===== src/rtl/pe_conv_ctrl.sv =====
// rtl/pe_conv_ctrl.sv - convolution loop controller for one PE; optional stall counter via PE_CTRL_PERF_EN
module pe_conv_ctrl #(
  parameter int CI_W  = 2,
  parameter int CO_W  = 2,
  parameter int KTAPS = 9,
  parameter int TAP_W = 4
) (
  input  logic             clk,
  input  logic             rst,
  input  logic             start_conv,
  input  logic             start_again,
  input  logic             abort,
  input  logic [CI_W-1:0]  cfg_ci,
  input  logic [CO_W-1:0]  cfg_co,
  input  logic             in_ready,
  output logic             ifm_read,
  output logic             wgt_read,
  output logic [TAP_W-1:0] tap_idx,
  output logic [CI_W-1:0]  ci_idx,
  output logic [CO_W-1:0]  co_idx,
  output logic             p_valid_output,
  output logic             last_chanel_output,
  output logic             end_conv,
  output logic             busy
`ifdef PE_CTRL_PERF_EN
  ,
  output logic [15:0]      stall_cnt
`endif
);

  typedef enum logic [1:0] {
    IDLE = 2'd0,
    RUN  = 2'd1,
    DONE = 2'd2
  } state_t;

  localparam logic [TAP_W-1:0] TAP_MAX = TAP_W'(KTAPS - 1);

  state_t            state, state_nxt;
  logic [CI_W-1:0]   ci_max;
  logic [CO_W-1:0]   co_max;
  logic              cfg_loaded;
  logic [TAP_W-1:0]  tap_cnt;
  logic [CI_W-1:0]   ci_cnt;
  logic [CO_W-1:0]   co_cnt;

  logic start_ok;
  logic beat;
  logic tap_last;
  logic ci_last;
  logic co_last;
  logic final_beat;

  // Handshake decode: a start is only honoured in IDLE without a same-cycle abort,
  // and abort suppresses the beat so no counter or flag advances on that cycle.
  always_comb begin
    start_ok   = 1'b0;
    beat       = 1'b0;
    tap_last   = (tap_cnt == TAP_MAX);
    ci_last    = (ci_cnt == ci_max);
    co_last    = (co_cnt == co_max);
    if (state == IDLE && !abort)
      start_ok = start_conv || (start_again && cfg_loaded);
    if (state == RUN && !abort)
      beat = in_ready;
    final_beat = beat && tap_last && ci_last && co_last;
  end

  // State register.
  always_ff @(posedge clk or posedge rst) begin
    if (rst) state <= IDLE;
    else     state <= state_nxt;
  end

  // Next-state and combinational outputs.
  always_comb begin
    state_nxt = state;
    ifm_read  = 1'b0;
    wgt_read  = 1'b0;
    end_conv  = 1'b0;
    busy      = (state != IDLE);
    case (state)
      IDLE: begin
        if (start_ok) state_nxt = RUN;
      end
      RUN: begin
        ifm_read = in_ready;
        wgt_read = in_ready;
        if (abort)           state_nxt = IDLE;
        else if (final_beat) state_nxt = DONE;
      end
      DONE: begin
        end_conv  = !abort;
        state_nxt = IDLE;
      end
      default: state_nxt = IDLE;
    endcase
  end

  assign tap_idx = tap_cnt;
  assign ci_idx  = ci_cnt;
  assign co_idx  = co_cnt;

  // Configuration latch: only a fresh start_conv reloads the channel limits;
  // start_again reuses whatever was captured last time.
  always_ff @(posedge clk or posedge rst) begin
    if (rst) begin
      ci_max     <= '0;
      co_max     <= '0;
      cfg_loaded <= 1'b0;
    end else if (state == IDLE && !abort && start_conv) begin
      ci_max     <= cfg_ci;
      co_max     <= cfg_co;
      cfg_loaded <= 1'b1;
    end
  end

  // Loop counters: tap innermost, then ci, then co; the final beat leaves them at max.
  always_ff @(posedge clk or posedge rst) begin
    if (rst) begin
      tap_cnt <= '0;
      ci_cnt  <= '0;
      co_cnt  <= '0;
    end else if (start_ok) begin
      tap_cnt <= '0;
      ci_cnt  <= '0;
      co_cnt  <= '0;
    end else if (beat && !final_beat) begin
      if (!tap_last) begin
        tap_cnt <= tap_cnt + 1'b1;
      end else begin
        tap_cnt <= '0;
        if (!ci_last) begin
          ci_cnt <= ci_cnt + 1'b1;
        end else begin
          ci_cnt <= '0;
          co_cnt <= co_cnt + 1'b1;
        end
      end
    end
  end

  // Partial-sum flags trail the last-tap beat by one cycle for a single cycle.
  always_ff @(posedge clk or posedge rst) begin
    if (rst) begin
      p_valid_output     <= 1'b0;
      last_chanel_output <= 1'b0;
    end else begin
      p_valid_output     <= beat && tap_last;
      last_chanel_output <= beat && tap_last && ci_last;
    end
  end

`ifdef PE_CTRL_PERF_EN
  // Stall counter: RUN cycles without in_ready, saturating, cleared on each start.
  always_ff @(posedge clk or posedge rst) begin
    if (rst)
      stall_cnt <= '0;
    else if (start_ok)
      stall_cnt <= '0;
    else if (state == RUN && !in_ready && stall_cnt != 16'hFFFF)
      stall_cnt <= stall_cnt + 16'd1;
  end
`endif

endmodule


===== config.mk =====
export PLATFORM = sky130hd
export DESIGN_NAME = pe_conv_ctrl
export DESIGN_NICKNAME = d
export VERILOG_FILES = /design/src/rtl/pe_conv_ctrl.sv
export SDC_FILE = /design/constraint.sdc
export NUM_CORES = 1
export LEC_CHECK = 0
export CAP_MARGIN = 20
export CORE_ASPECT_RATIO = 1.2
export CORE_MARGIN = 2
export CORE_UTILIZATION = 50
export CTS_CLUSTER_SIZE = 8
export DETAILED_ROUTE_END_ITERATION = 7
export HOLD_SLACK_MARGIN = 0.03
export PLACE_DENSITY_LB_ADDON = 0.15
export SYNTH_ARGS = -nofsm -noshare
export SYNTH_HDL_FRONTEND = slang
export SYNTH_SLANG_ARGS = --single-unit
export TNS_END_PERCENT = 50

===== constraint.sdc =====
create_clock -name clk -period 4.3 [get_ports clk]
set_clock_uncertainty 0.2 [all_clocks]
set_input_delay 0.86 -clock clk [delete_from_list [all_inputs] [get_ports clk]]
set_output_delay 0.86 -clock clk [all_outputs]
set_load 0.01 [all_outputs]

# Word-level counts from Yosys, hierarchy flattened
# Index checks and enable logic that the tools add are counted.
[classes]
n_addsub = 3
div_mod_pow = 0
reduce_logical = 19
n_mul = 0
mux = 19
shifts = 0
order_cmp = 0
n_eq_ne = 7
n_bitwise = 0
[ops]
columns = ["op", "n"]
rows = [
  ["two-way mux 2 bit", 11],
  ["two-way mux 4 bit", 3],
  ["logical AND 1 bit", 8],
  ["nonzero test 2 bit", 4],
  ["adder 2 x 1 -> 2 bit (second input constant)", 2],
  ["adder 4 x 1 -> 4 bit (second input constant)", 1],
  ["== test 2 bit", 2],
  ["== test 4 bit (second input constant)", 1],
  ["two-way mux 1 bit", 4],
  ["case mux 2 bit (2 select lines)", 1],
  ["AND reduction 2 bit", 2],
  ["inequality test 3 bit (second input constant)", 1],
  ["AND reduction 3 bit", 1],
  ["== test 2 x 1 -> 1 bit (second input constant)", 1],
  ["== test 2 bit (second input constant)", 1],
  ["logical NOT 1 bit", 2],
  ["logical NOT 2 bit", 1],
  ["inequality test 2 bit (second input constant)", 1],
  ["logical OR 1 bit", 1],
]
[totals]
output_inout_bits = 14
rom_bits = 0
input_bits = 10
elab_cells = 57
mem_bits_rw = 0
mem_count = 0
latchBits = 0
regBits = 17

# Depth between registers and ports, before layout
# Gate-level depths: netlist (run 1).
[depth]
ltp_word = 10
depth_mapped = 6

# Worst setup path before layout (run 1)
# No wires, ideal clock.
[synth_timing]
path_kind = "in2out"
startpoint = "input in_ready"
endpoint = "output wgt_read"
n_path_buf = 1
path_stages = 2
arrival_ns = 1.422
slack_ns = 1.818
path_cell_list = "nor3b_1 -> buf_4"
[synth_between]
elab_chain_len = 1
[synth_lines]
columns = ["element", "line_no", "source"]
rows = [
  ["start: declaration", "15", "input logic in_ready,"],
  ["two-way mux 1 bit", "82", "case (state)"],
  ["end: declaration", "17", "output logic wgt_read,"],
]
# No other way between the ends.

# Final worst setup path (run 1)
[layout_timing]
startpoint = "input in_ready"
endpoint = "output ifm_read"
[layout_between]
elab_chain_len = 1
[layout_lines]
columns = ["element", "line_no", "source"]
rows = [
  ["two-way mux 1 bit", "82", ""],
  ["end: declaration", "16", "output logic ifm_read,"],
]
# No other way between the ends.

==> results of run 1 <==
[cell type report]
class                           instances  area [um2]
Inverter                                5        18.8
Tap cell                               18        22.5
Clock buffer                            4        26.3
Multi-Input combinational cell         61         455
Sequential cell                        17         425
Timing Repair Buffer                   23         230
Fill cell                             137         503
[Yosys cell counts]
| master | n | area share, % |
|---|---|---|
| nor3_1 | 3 | 1.6 |
| xor2_1 | 3 | 2.9 |
| nor4b_2 | 1 | 1.6 |
| ha_1 | 2 | 2.7 |
| o21ai_0 | 2 | 1.1 |
| nand4bb_4 | 1 | 3.0 |
| or2_2 | 2 | 1.4 |
| xnor2_1 | 1 | 0.96 |
| and2_1 | 1 | 0.69 |
| a21oi_1 | 6 | 3.3 |
| nor2_1 | 6 | 2.5 |
| nand2_1 | 6 | 2.5 |
| nor2b_1 | 1 | 0.69 |
| nand3b_1 | 2 | 1.6 |
| and4bb_2 | 1 | 1.4 |
| nor4_4 | 1 | 2.3 |
| a32oi_1 | 1 | 0.96 |
| clkbuf_1 | 1 | 0.41 |
| a311oi_1 | 1 | 0.96 |
| a31oi_1 | 2 | 1.4 |
| mux2_2 | 4 | 4.9 |
| nand4_1 | 1 | 0.69 |
| mux2i_1 | 2 | 2.2 |
| o32ai_1 | 2 | 1.9 |
| nand3_1 | 3 | 1.6 |
| nand2b_1 | 1 | 0.69 |
| nor3b_1 | 2 | 1.6 |
| o41ai_1 | 1 | 0.96 |
| or3_1 | 1 | 0.69 |
| and3b_1 | 1 | 0.96 |
| buf_4 | 1 | 0.82 |
| dfrtp_1 | 17 | 47 |
| inv_1 | 5 | 2.1 |
[worst min-delay path by stage]
stage                                 from                     end  slack [ns]  depth (start not counted)
finish              cfg_loaded$_DFFE_PP0P_  cfg_loaded$_DFFE_PP0P_        0.28                          1
global route        cfg_loaded$_DFFE_PP0P_  cfg_loaded$_DFFE_PP0P_        0.32                          1
CTS                 cfg_loaded$_DFFE_PP0P_  cfg_loaded$_DFFE_PP0P_        0.28                          1
detailed placement  cfg_loaded$_DFFE_PP0P_  cfg_loaded$_DFFE_PP0P_        0.26                          1
global placement    cfg_loaded$_DFFE_PP0P_  cfg_loaded$_DFFE_PP0P_        0.26                          1
floorplan           cfg_loaded$_DFFE_PP0P_  cfg_loaded$_DFFE_PP0P_        0.24                          1
[registers in the layout, summed over array words and instances (netlist names)]
register,count
cfg_loaded,1
ci_idx,2
ci_max,2
co_idx,2
co_max,2
last_chanel_output,1
p_valid_output,1
state,2
tap_idx,4
[stage by stage]
stage / total power [uW] / hold slack [ns] / setup slack, ns / area [um2] / cells
floorplan: 273 / 0.240 / 1.82 / 911 / 85
global placement: 314 / 0.257 / 1.04 / 1150 / 124
detailed placement: 319 / 0.257 / 0.984 / 1150 / 124
CTS: 404 / 0.279 / 0.978 / 1180 / 128
global route: 426 / 0.323 / 0.921 / 1180 / 128
finish: 400 / 0.276 / 0.991 / 1180 / 128
[power groups by stage]
stage          logic (uW)  clock network [uW]  registers, uW
4_1_cts               115                87.4            202
3_3_place_gp          110                   0            204
5_1_grt               127                93.3            206
3_5_place_dp          114                   0            205
2_1_floorplan        69.7                   0            203
6_report              114                84.2            202
[layer usage]
layer  vias up  track usage (%)  wire (um)
li1        361                -          -
met5         -                0          0
met4         0             10.1         38
met2        30             31.8        930
met1       361             23.4        792
met3         5             3.24         98
[logic make-up (layout without fill, tap and decap cells)]
kind of cell,after synthesis,in the layout,share of synthesized area (%)
flops,17,17,46.7
mux,6,6,7.14
xor+xnor,4,4,3.85
buf+inv,7,32,3.30
compound gates,15,15,10.6
simple gates,34,34,25.7
fa+ha+maj,2,2,2.75
[worst max-delay path, stage by stage]
cell,delay [ns]
clkdlybuf4s50_1,0.54
nor3b_1,0.27
clkdlybuf4s50_1,0.58
==> impl_metrics.env, run 1 <==
export IMPL_min_period_ns=3.31
export IMPL_floorplan_io_pins=24
export IMPL_clock_sinks=17
export IMPL_power_switching_uw=126
export IMPL_power_report_internal_total_uw=275
export IMPL_totalNegativeSetupSlack_ns=0
export IMPL_drt_pass1_iter_count=4
export IMPL_finalNetCount=123
export IMPL_worstSetupStartpoint="in_ready"
export IMPL_post_route_cells_drive_above_1_share_pct=11.8
export IMPL_p_leak_uw=0.000475
export IMPL_synth_area_per_cell_um2=10.7
export IMPL_r2r_slack_ns=2.32
export IMPL_cts_buffers_inserted=3
export IMPL_timing_final_crit_share_pct=77.0
export IMPL_unique_masters_post_synth=33
export IMPL_post_cts_hold_buffer_count=0
export IMPL_num_antenna_cells=0
export IMPL_sw_frac_of_total_pct=31.4
export IMPL_placement_io_buffers=23
export IMPL_ys_warnings_count=0
export IMPL_yosysSeqAreaShare_pct=46.7
export IMPL_layout_cells_most_common="clkdlybuf4s50_1"
export IMPL_cp_required_ns=3.24
export IMPL_relSlewSlack_pct=57.7
export IMPL_critPathKind="input port to output port"
export IMPL_route_detailed_drc=0
export IMPL_seq_power_share_pct=50.6
export IMPL_final_max_slew_viol_count=0
export IMPL_detailedRoute_firstIterationViolations=15
export IMPL_antenna_violations_before_repair=0
export IMPL_r2r_end="co_idx[1]$_DFFE_PP0P_"
export IMPL_place_gp_congestion=0.755
export IMPL_wire_length_of_the_first_global_routing_pass_um=3140
export IMPL_worst_setup_hold_path_clk_slew_ns=0.09
export IMPL_power_share_combinational_pct=28.4
export IMPL_wl_per_cell_um=14.5
export IMPL_post_syn_nets=97
export IMPL_synth_ff_latch_count=17
export IMPL_number_of_max_capacitance_violations_reported=0
export IMPL_tritoncts="yes"
export IMPL_cts_resized=0
export IMPL_worst_setup_path_start_kind="input port"
export IMPL_pwr_share_clk_pct=21.0
export IMPL_dr_total_vias=757
export IMPL_worst_setup_path_end_kind="output port"
export IMPL_dpl_hpwl_um=1410
export IMPL_r2r_worst_path_cells=6
export IMPL_postSynthCellCount=85
export IMPL_peakVddDrop_uv=210
export IMPL_timing_critical_path_arrival_ns=2.25
export IMPL_vias_per_cell=5.91
export IMPL_gr_usage_all_layers_pct=19.1
export IMPL_finalSetupViolCount=0
export IMPL_total_wirelength_of_the_detailed_routed_design_um=1860
export IMPL_critPathCapture="ifm_read"
export IMPL_syn_to_final_growth_pct=29.4
export IMPL_clock_latency_ns=0.29
export IMPL_status="complete, no violations"
export IMPL_cts_root_to_sink_buffers=2
export IMPL_most_frequent_cells_in_the_layout="clkdlybuf4s50_1 (23), dfrtp_1 (17), nand2_1 (6), a21oi_1 (6), nor2_1 (6)"
export IMPL_timing_fmax_mhz=302
export IMPL_num_rows=16
export IMPL_postCtsSetupRepairBufs=0
export IMPL_grt_pass1_vias=760
export IMPL_drtAntennaViolNets=0
export IMPL_r2r_start="tap_idx[1]$_DFFE_PP0P_"
export IMPL_placeable_core_area_um2=1680
export IMPL_cts_htree_levels=1
export IMPL_die_footprint_um2=2180
export IMPL_finalHoldViolations=0
export IMPL_timing_hold_worst_class="flip-flop to flip-flop"
export IMPL_worst_slew_pin_transition_ns=0.634
export IMPL_initial_utilization_pct=54.2
export IMPL_width_of_the_die_um=43.0
export IMPL_syn_cell_area_um2=911
export IMPL_pin_count_of_the_biggest_net_entering_global_routing=18
export IMPL_cts_root_buf="clkbuf_4"
export IMPL_power_density_cell_area_nw_per_um2=340
export IMPL_gr_total_overflow=0
export IMPL_finalCoreUtilization_pct=70.1
export IMPL_die_y_extent_um=50.8
export IMPL_largest_fanout_on_the_critical_path=3
export IMPL_setup_repair_after_global_routing_missed_its_margin="false"
No activity file was read; power rests on OpenSTA's default activity.
==> inputs of run 2 (changes only) <==
CORE_UTILIZATION = 47   (was 50)
clock period = 3.1 ns   (was 4.3 ns; I/O delays follow)
==> impl_metrics.env, run 2 (synthesis gave the netlist of run 1 again) <==
export IMPL_r2r_start="tap_idx[0]$_DFFE_PP0P_"
export IMPL_die_footprint_um2=2310
export IMPL_total_wirelength_of_the_detailed_routed_design_um=1810
export IMPL_number_of_max_capacitance_violations_reported=0
export IMPL_cts_htree_levels=1
export IMPL_placeable_core_area_um2=1830
export IMPL_timing_final_crit_share_pct=91.3
export IMPL_grt_pass1_vias=642
export IMPL_power_density_cell_area_nw_per_um2=469
export IMPL_setup_repair_after_global_routing_missed_its_margin="false"
export IMPL_antenna_violations_before_repair=0
export IMPL_pin_count_of_the_biggest_net_entering_global_routing=18
export IMPL_largest_fanout_on_the_critical_path=3
export IMPL_critPathCapture="wgt_read"
export IMPL_post_cts_hold_buffer_count=0
export IMPL_die_y_extent_um=52.2
export IMPL_place_ws_ns=0.282
export IMPL_dr_total_vias=735
export IMPL_timing_hold_worst_class="flip-flop to flip-flop"
export IMPL_dpl_hpwl_um=1380
export IMPL_dpl_instance_area_um2=1150
export IMPL_drtAntennaViolNets=0
export IMPL_r2r_end="co_idx[1]$_DFFE_PP0P_"
export IMPL_clock_sinks=17
export IMPL_gr_usage_all_layers_pct=17.8
export IMPL_critical_path_cell_chain="clkdlybuf4s50_1 -> nor3b_1 -> clkdlybuf4s50_1"
export IMPL_timing_fmax_mhz=353
export IMPL_final_max_slew_viol_count=0
export IMPL_post_route_cells_drive_above_1_share_pct=11.8
export IMPL_vias_per_cell=5.70
export IMPL_layout_cells_most_common="clkdlybuf4s50_1"
export IMPL_cp_required_ns=2.28
export IMPL_timing_critical_path_slowest_stage_cell="clkdlybuf4s50_1"
export IMPL_peakVddDrop_uv=265
export IMPL_min_period_ns=2.83
export IMPL_critPathMostFrequentCell="clkdlybuf4s50_1"
export IMPL_fin_total_pwr_uw=553
export IMPL_placement_io_buffers=23
export IMPL_drt_pass1_iter_count=4
export IMPL_num_antenna_cells=0
export IMPL_p_leak_uw=0.000475
export IMPL_initial_utilization_pct=49.8
export IMPL_wire_length_of_the_first_global_routing_pass_um=2970
export IMPL_detailedRoute_firstIterationViolations=8
export IMPL_width_of_the_die_um=44.2
export IMPL_r2r_slack_ns=1.13
export IMPL_cts_resized=0
export IMPL_worst_slew_pin_transition_ns=0.636
export IMPL_sw_frac_of_total_pct=31.2
export IMPL_clock_latency_ns=0.28
export IMPL_worst_setup_path_end_kind="output port"
export IMPL_power_switching_uw=173
export IMPL_r2r_worst_path_cells=6
export IMPL_syn_to_final_growth_pct=29.5
export IMPL_cp_max_stage_delay_ns=0.60
export IMPL_wl_per_cell_um=14.0
export IMPL_power_share_combinational_pct=28.4
export IMPL_timing_critical_path_arrival_ns=2.01
export IMPL_final_critical_path_setup_slack_ns=0.271
export IMPL_totalNegativeSetupSlack_ns=0
export IMPL_finalSetupViolCount=0
export IMPL_tritoncts="yes"
export IMPL_num_rows=17
export IMPL_worst_setup_hold_path_clk_slew_ns=0.09
export IMPL_cts_root_buf="clkbuf_4"
export IMPL_cts_root_to_sink_buffers=2
export IMPL_most_frequent_cells_in_the_layout="clkdlybuf4s50_1 (23), dfrtp_1 (17), nand2_1 (6), a21oi_1 (6), nor2_1 (6)"
export IMPL_power_report_internal_total_uw=380
export IMPL_gr_total_overflow=0
export IMPL_route_detailed_drc=0
export IMPL_floorplan_io_pins=24
export IMPL_worst_setup_path_start_kind="input port"
export IMPL_relSlewSlack_pct=57.6
export IMPL_post_route_cell_area_um2=1180
export IMPL_largest_register_ff_count=4
export IMPL_finalHoldViolations=0
export IMPL_seq_power_share_pct=50.9
export IMPL_place_gp_congestion=0.751
export IMPL_finalNetCount=123
export IMPL_postCtsSetupRepairBufs=0
export IMPL_worstSetupStartpoint="in_ready"
export IMPL_pwr_share_clk_pct=20.7
export IMPL_critPathKind="input port to output port"
export IMPL_status="complete, no violations"
export IMPL_finalCoreUtilization_pct=64.5
export IMPL_cts_buffers_inserted=3
[run 2: worst max-delay path, delay by kind of cell]
family                 cells  cell delay (ns)
and+or+nand+nor            1             0.26
buffers and inverters      2             1.14
[run 2: worst min-delay path by stage]
stage,startpoint,to,cells past startpoint
6_report,cfg_loaded$_DFFE_PP0P_,cfg_loaded$_DFFE_PP0P_,1
5_1_grt,cfg_loaded$_DFFE_PP0P_,cfg_loaded$_DFFE_PP0P_,1
4_1_cts,cfg_loaded$_DFFE_PP0P_,cfg_loaded$_DFFE_PP0P_,1
3_5_place_dp,cfg_loaded$_DFFE_PP0P_,cfg_loaded$_DFFE_PP0P_,1
3_3_place_gp,cfg_loaded$_DFFE_PP0P_,cfg_loaded$_DFFE_PP0P_,1
2_1_floorplan,cfg_loaded$_DFFE_PP0P_,cfg_loaded$_DFFE_PP0P_,1
[run 2: through the flow]
| stage | std cells | hold WS (ns) |
|---|---|---|
| after floorplan | 85 | 0.240 |
| after global placement | 125 | 0.255 |
| after detailed placement | 125 | 0.261 |
| after CTS | 129 | 0.283 |
| after global routing | 129 | 0.293 |
| final | 129 | 0.284 |
[run 2: cell type report]
type                       instances  area (um2)
fill                             156         649
multi-input combinational         61         455
sequential                        17         425
timing repair buffer              23         230
clock buffer                       4        26.3
tap                               19        23.8
inverter                           5        18.8
[run 2: power groups by stage]
stage	Combinational [uW]	Clock, uW	Sequential [uW]
2_1_floorplan	96.7	0	282
6_report	157	115	281
3_3_place_gp	155	0	283
4_1_cts	159	120	281
3_5_place_dp	158	0	286
5_1_grt	176	128	285
[run 2: routing by layer]
metal  wire length (um)  track usage [%]  vias up
li1                   -                -      361
met1                813             22.3      359
met2                895             29.7       13
met3                 82             2.41        2
met4                 17             9.09        0
met5                  0                0        -
==> inputs of run 3 (changes only) <==
CORE_UTILIZATION = 42   (was 47)
clock period = 2.5 ns   (was 3.1 ns; I/O delays follow)
==> impl_metrics.env, run 3 (synthesis gave the netlist of run 1 again) <==
export IMPL_timing_critical_path_slowest_stage_cell="clkdlybuf4s50_1"
export IMPL_die_y_extent_um=55.0
export IMPL_power_report_internal_total_uw=472
export IMPL_drt_pass1_iter_count=4
export IMPL_status="complete, no violations"
export IMPL_final_fill_count=184
export IMPL_most_frequent_cells_in_the_layout="clkdlybuf4s50_1 (21), dfrtp_1 (17), nand2_1 (6), a21oi_1 (6), nor2_1 (6)"
export IMPL_cts_buffers_inserted=3
export IMPL_timing_final_crit_share_pct=94.4
export IMPL_number_of_max_capacitance_violations_reported=0
export IMPL_wl_per_cell_um=13.3
export IMPL_dr_total_vias=764
export IMPL_floorplan_io_pins=24
export IMPL_critPathMostFrequentCell="clkdlybuf4s50_1"
export IMPL_cts_root_to_sink_buffers=2
export IMPL_largest_fanout_on_the_critical_path=2
export IMPL_min_period_ns=2.36
export IMPL_gr_total_overflow=0
export IMPL_tritoncts="yes"
export IMPL_antenna_violations_before_repair=0
export IMPL_pin_count_of_the_biggest_net_entering_global_routing=18
export IMPL_worst_slew_pin_transition_ns=0.682
export IMPL_cts_root_buf="clkbuf_4"
export IMPL_detailedRoute_firstIterationViolations=10
export IMPL_clock_sinks=17
export IMPL_placement_io_buffers=23
export IMPL_wire_length_of_the_first_global_routing_pass_um=2950
export IMPL_route_detailed_drc=0
export IMPL_layout_cells_most_common="clkdlybuf4s50_1"
export IMPL_finalNetCount=127
export IMPL_largest_register_ff_count=4
export IMPL_critical_path_cell_chain="clkdlybuf4s50_1 -> nor3b_1 -> clkdlybuf4s50_1"
export IMPL_seq_power_share_pct=50.0
export IMPL_vias_per_cell=5.31
export IMPL_worst_setup_path_start_kind="input port"
export IMPL_finalCoreUtilization_pct=59.6
export IMPL_die_footprint_um2=2560
export IMPL_cp_max_stage_delay_ns=0.57
export IMPL_finalSetupViolCount=0
export IMPL_timing_hold_worst_class="flip-flop to flip-flop"
export IMPL_peakVddDrop_uv=383
export IMPL_cp_required_ns=1.80
export IMPL_num_rows=18
export IMPL_dpl_hpwl_um=1430
export IMPL_critPathKind="input port to output port"
export IMPL_power_switching_uw=223
export IMPL_final_max_slew_viol_count=0
export IMPL_power_density_cell_area_nw_per_um2=569
export IMPL_totalNegativeSetupSlack_ns=0
export IMPL_place_gp_congestion=0.713
export IMPL_pwr_share_clk_pct=21.1
export IMPL_timing_fmax_mhz=424
export IMPL_postCtsSetupRepairBufs=0
export IMPL_finalHoldViolations=0
export IMPL_placeable_core_area_um2=2050
export IMPL_num_antenna_cells=0
export IMPL_p_leak_uw=0.000504
export IMPL_total_wirelength_of_the_detailed_routed_design_um=1910
export IMPL_post_route_cells_drive_above_1_share_pct=15.8
export IMPL_fin_total_pwr_uw=695
export IMPL_cts_htree_levels=1
export IMPL_setup_repair_after_global_routing_missed_its_margin="false"
export IMPL_worst_setup_path_end_kind="output port"
export IMPL_grt_pass1_vias=681
export IMPL_gr_usage_all_layers_pct=16.1
export IMPL_width_of_the_die_um=46.5
export IMPL_drtAntennaViolNets=0
export IMPL_timing_critical_path_arrival_ns=1.66
export IMPL_initial_utilization_pct=44.4
export IMPL_relSlewSlack_pct=54.5
export IMPL_worst_setup_hold_path_clk_slew_ns=0.10
export IMPL_clock_latency_ns=0.29
export IMPL_syn_to_final_growth_pct=34.2
export IMPL_sw_frac_of_total_pct=32.1
export IMPL_power_share_combinational_pct=28.8
## run 3: critical path, delay by kind of cell
family	cells	cell delay [ns]
buffers and inverters	2	0.99
AND/OR/NAND/NOR	1	0.18
## run 3: timing repair
item	in CTS	in global routing
endpoints found under the setup margin	2	0
hold buffers	0	0
gates resized for setup	2	0
## run 3: final cells by class
class / count / area [um2] / share of cell area, %
Multi-Input combinational cell: 61 / 455 / 37.3
Sequential cell: 17 / 425 / 34.8
Timing Repair Buffer: 27 / 258 / 21.1
Tap cell: 30 / 37.5 / 3.07
Clock buffer: 3 / 22.5 / 1.84
Inverter: 5 / 18.8 / 1.54
Clock inverter: 1 / 5.00 / 0.409
## run 3: path summary, 6_finish.rpt
kind                                        start                endpoint  slack, ns  cells past startpoint
setup reg to reg           tap_idx[0]$_DFFE_PP0P_   co_idx[1]$_DFFE_PP0P_       0.56                      6
setup / recovery                            abort                end_conv       0.14                      3
min in group asynchronous                     rst   co_max[1]$_DFFE_PP0P_       0.40                      2
hold / removal             cfg_loaded$_DFFE_PP0P_  cfg_loaded$_DFFE_PP0P_       0.29                      1
max in group asynchronous                     rst  tap_idx[2]$_DFFE_PP0P_       1.27                      2
hold reg to reg            cfg_loaded$_DFFE_PP0P_  cfg_loaded$_DFFE_PP0P_       0.29                      1
## run 3: per-stage QoR
stage	instances	hold slack [ns]	cell area, um2	setup slack, ns
6_report	144	0.294	1220	0.139
5_1_grt	144	0.301	1220	0.119
4_1_cts	144	0.295	1220	0.135
3_5_place_dp	140	0.272	1200	-0.0596
3_3_place_gp	140	0.252	1200	0.0316
2_1_floorplan	85	0.226	911	0.689
## run 3: layer usage
metal	wire length [um]	GRT usage [%]	share of wire [%]	vias to the layer above
met5	0	0	0	-
met4	10	5.71	0.52	0
met3	82	2.92	4.3	2
met2	929	25.9	49	24
met1	887	21.6	46	369
li1	-	-	-	369
## run 3: power groups by stage
stage	clock, uW	combinational [uW]	sequential [uW]
2_1_floorplan	0	120	350
3_3_place_gp	0	198	350
3_5_place_dp	0	204	352
4_1_cts	152	203	348
5_1_grt	158	225	353
6_report	147	200	348
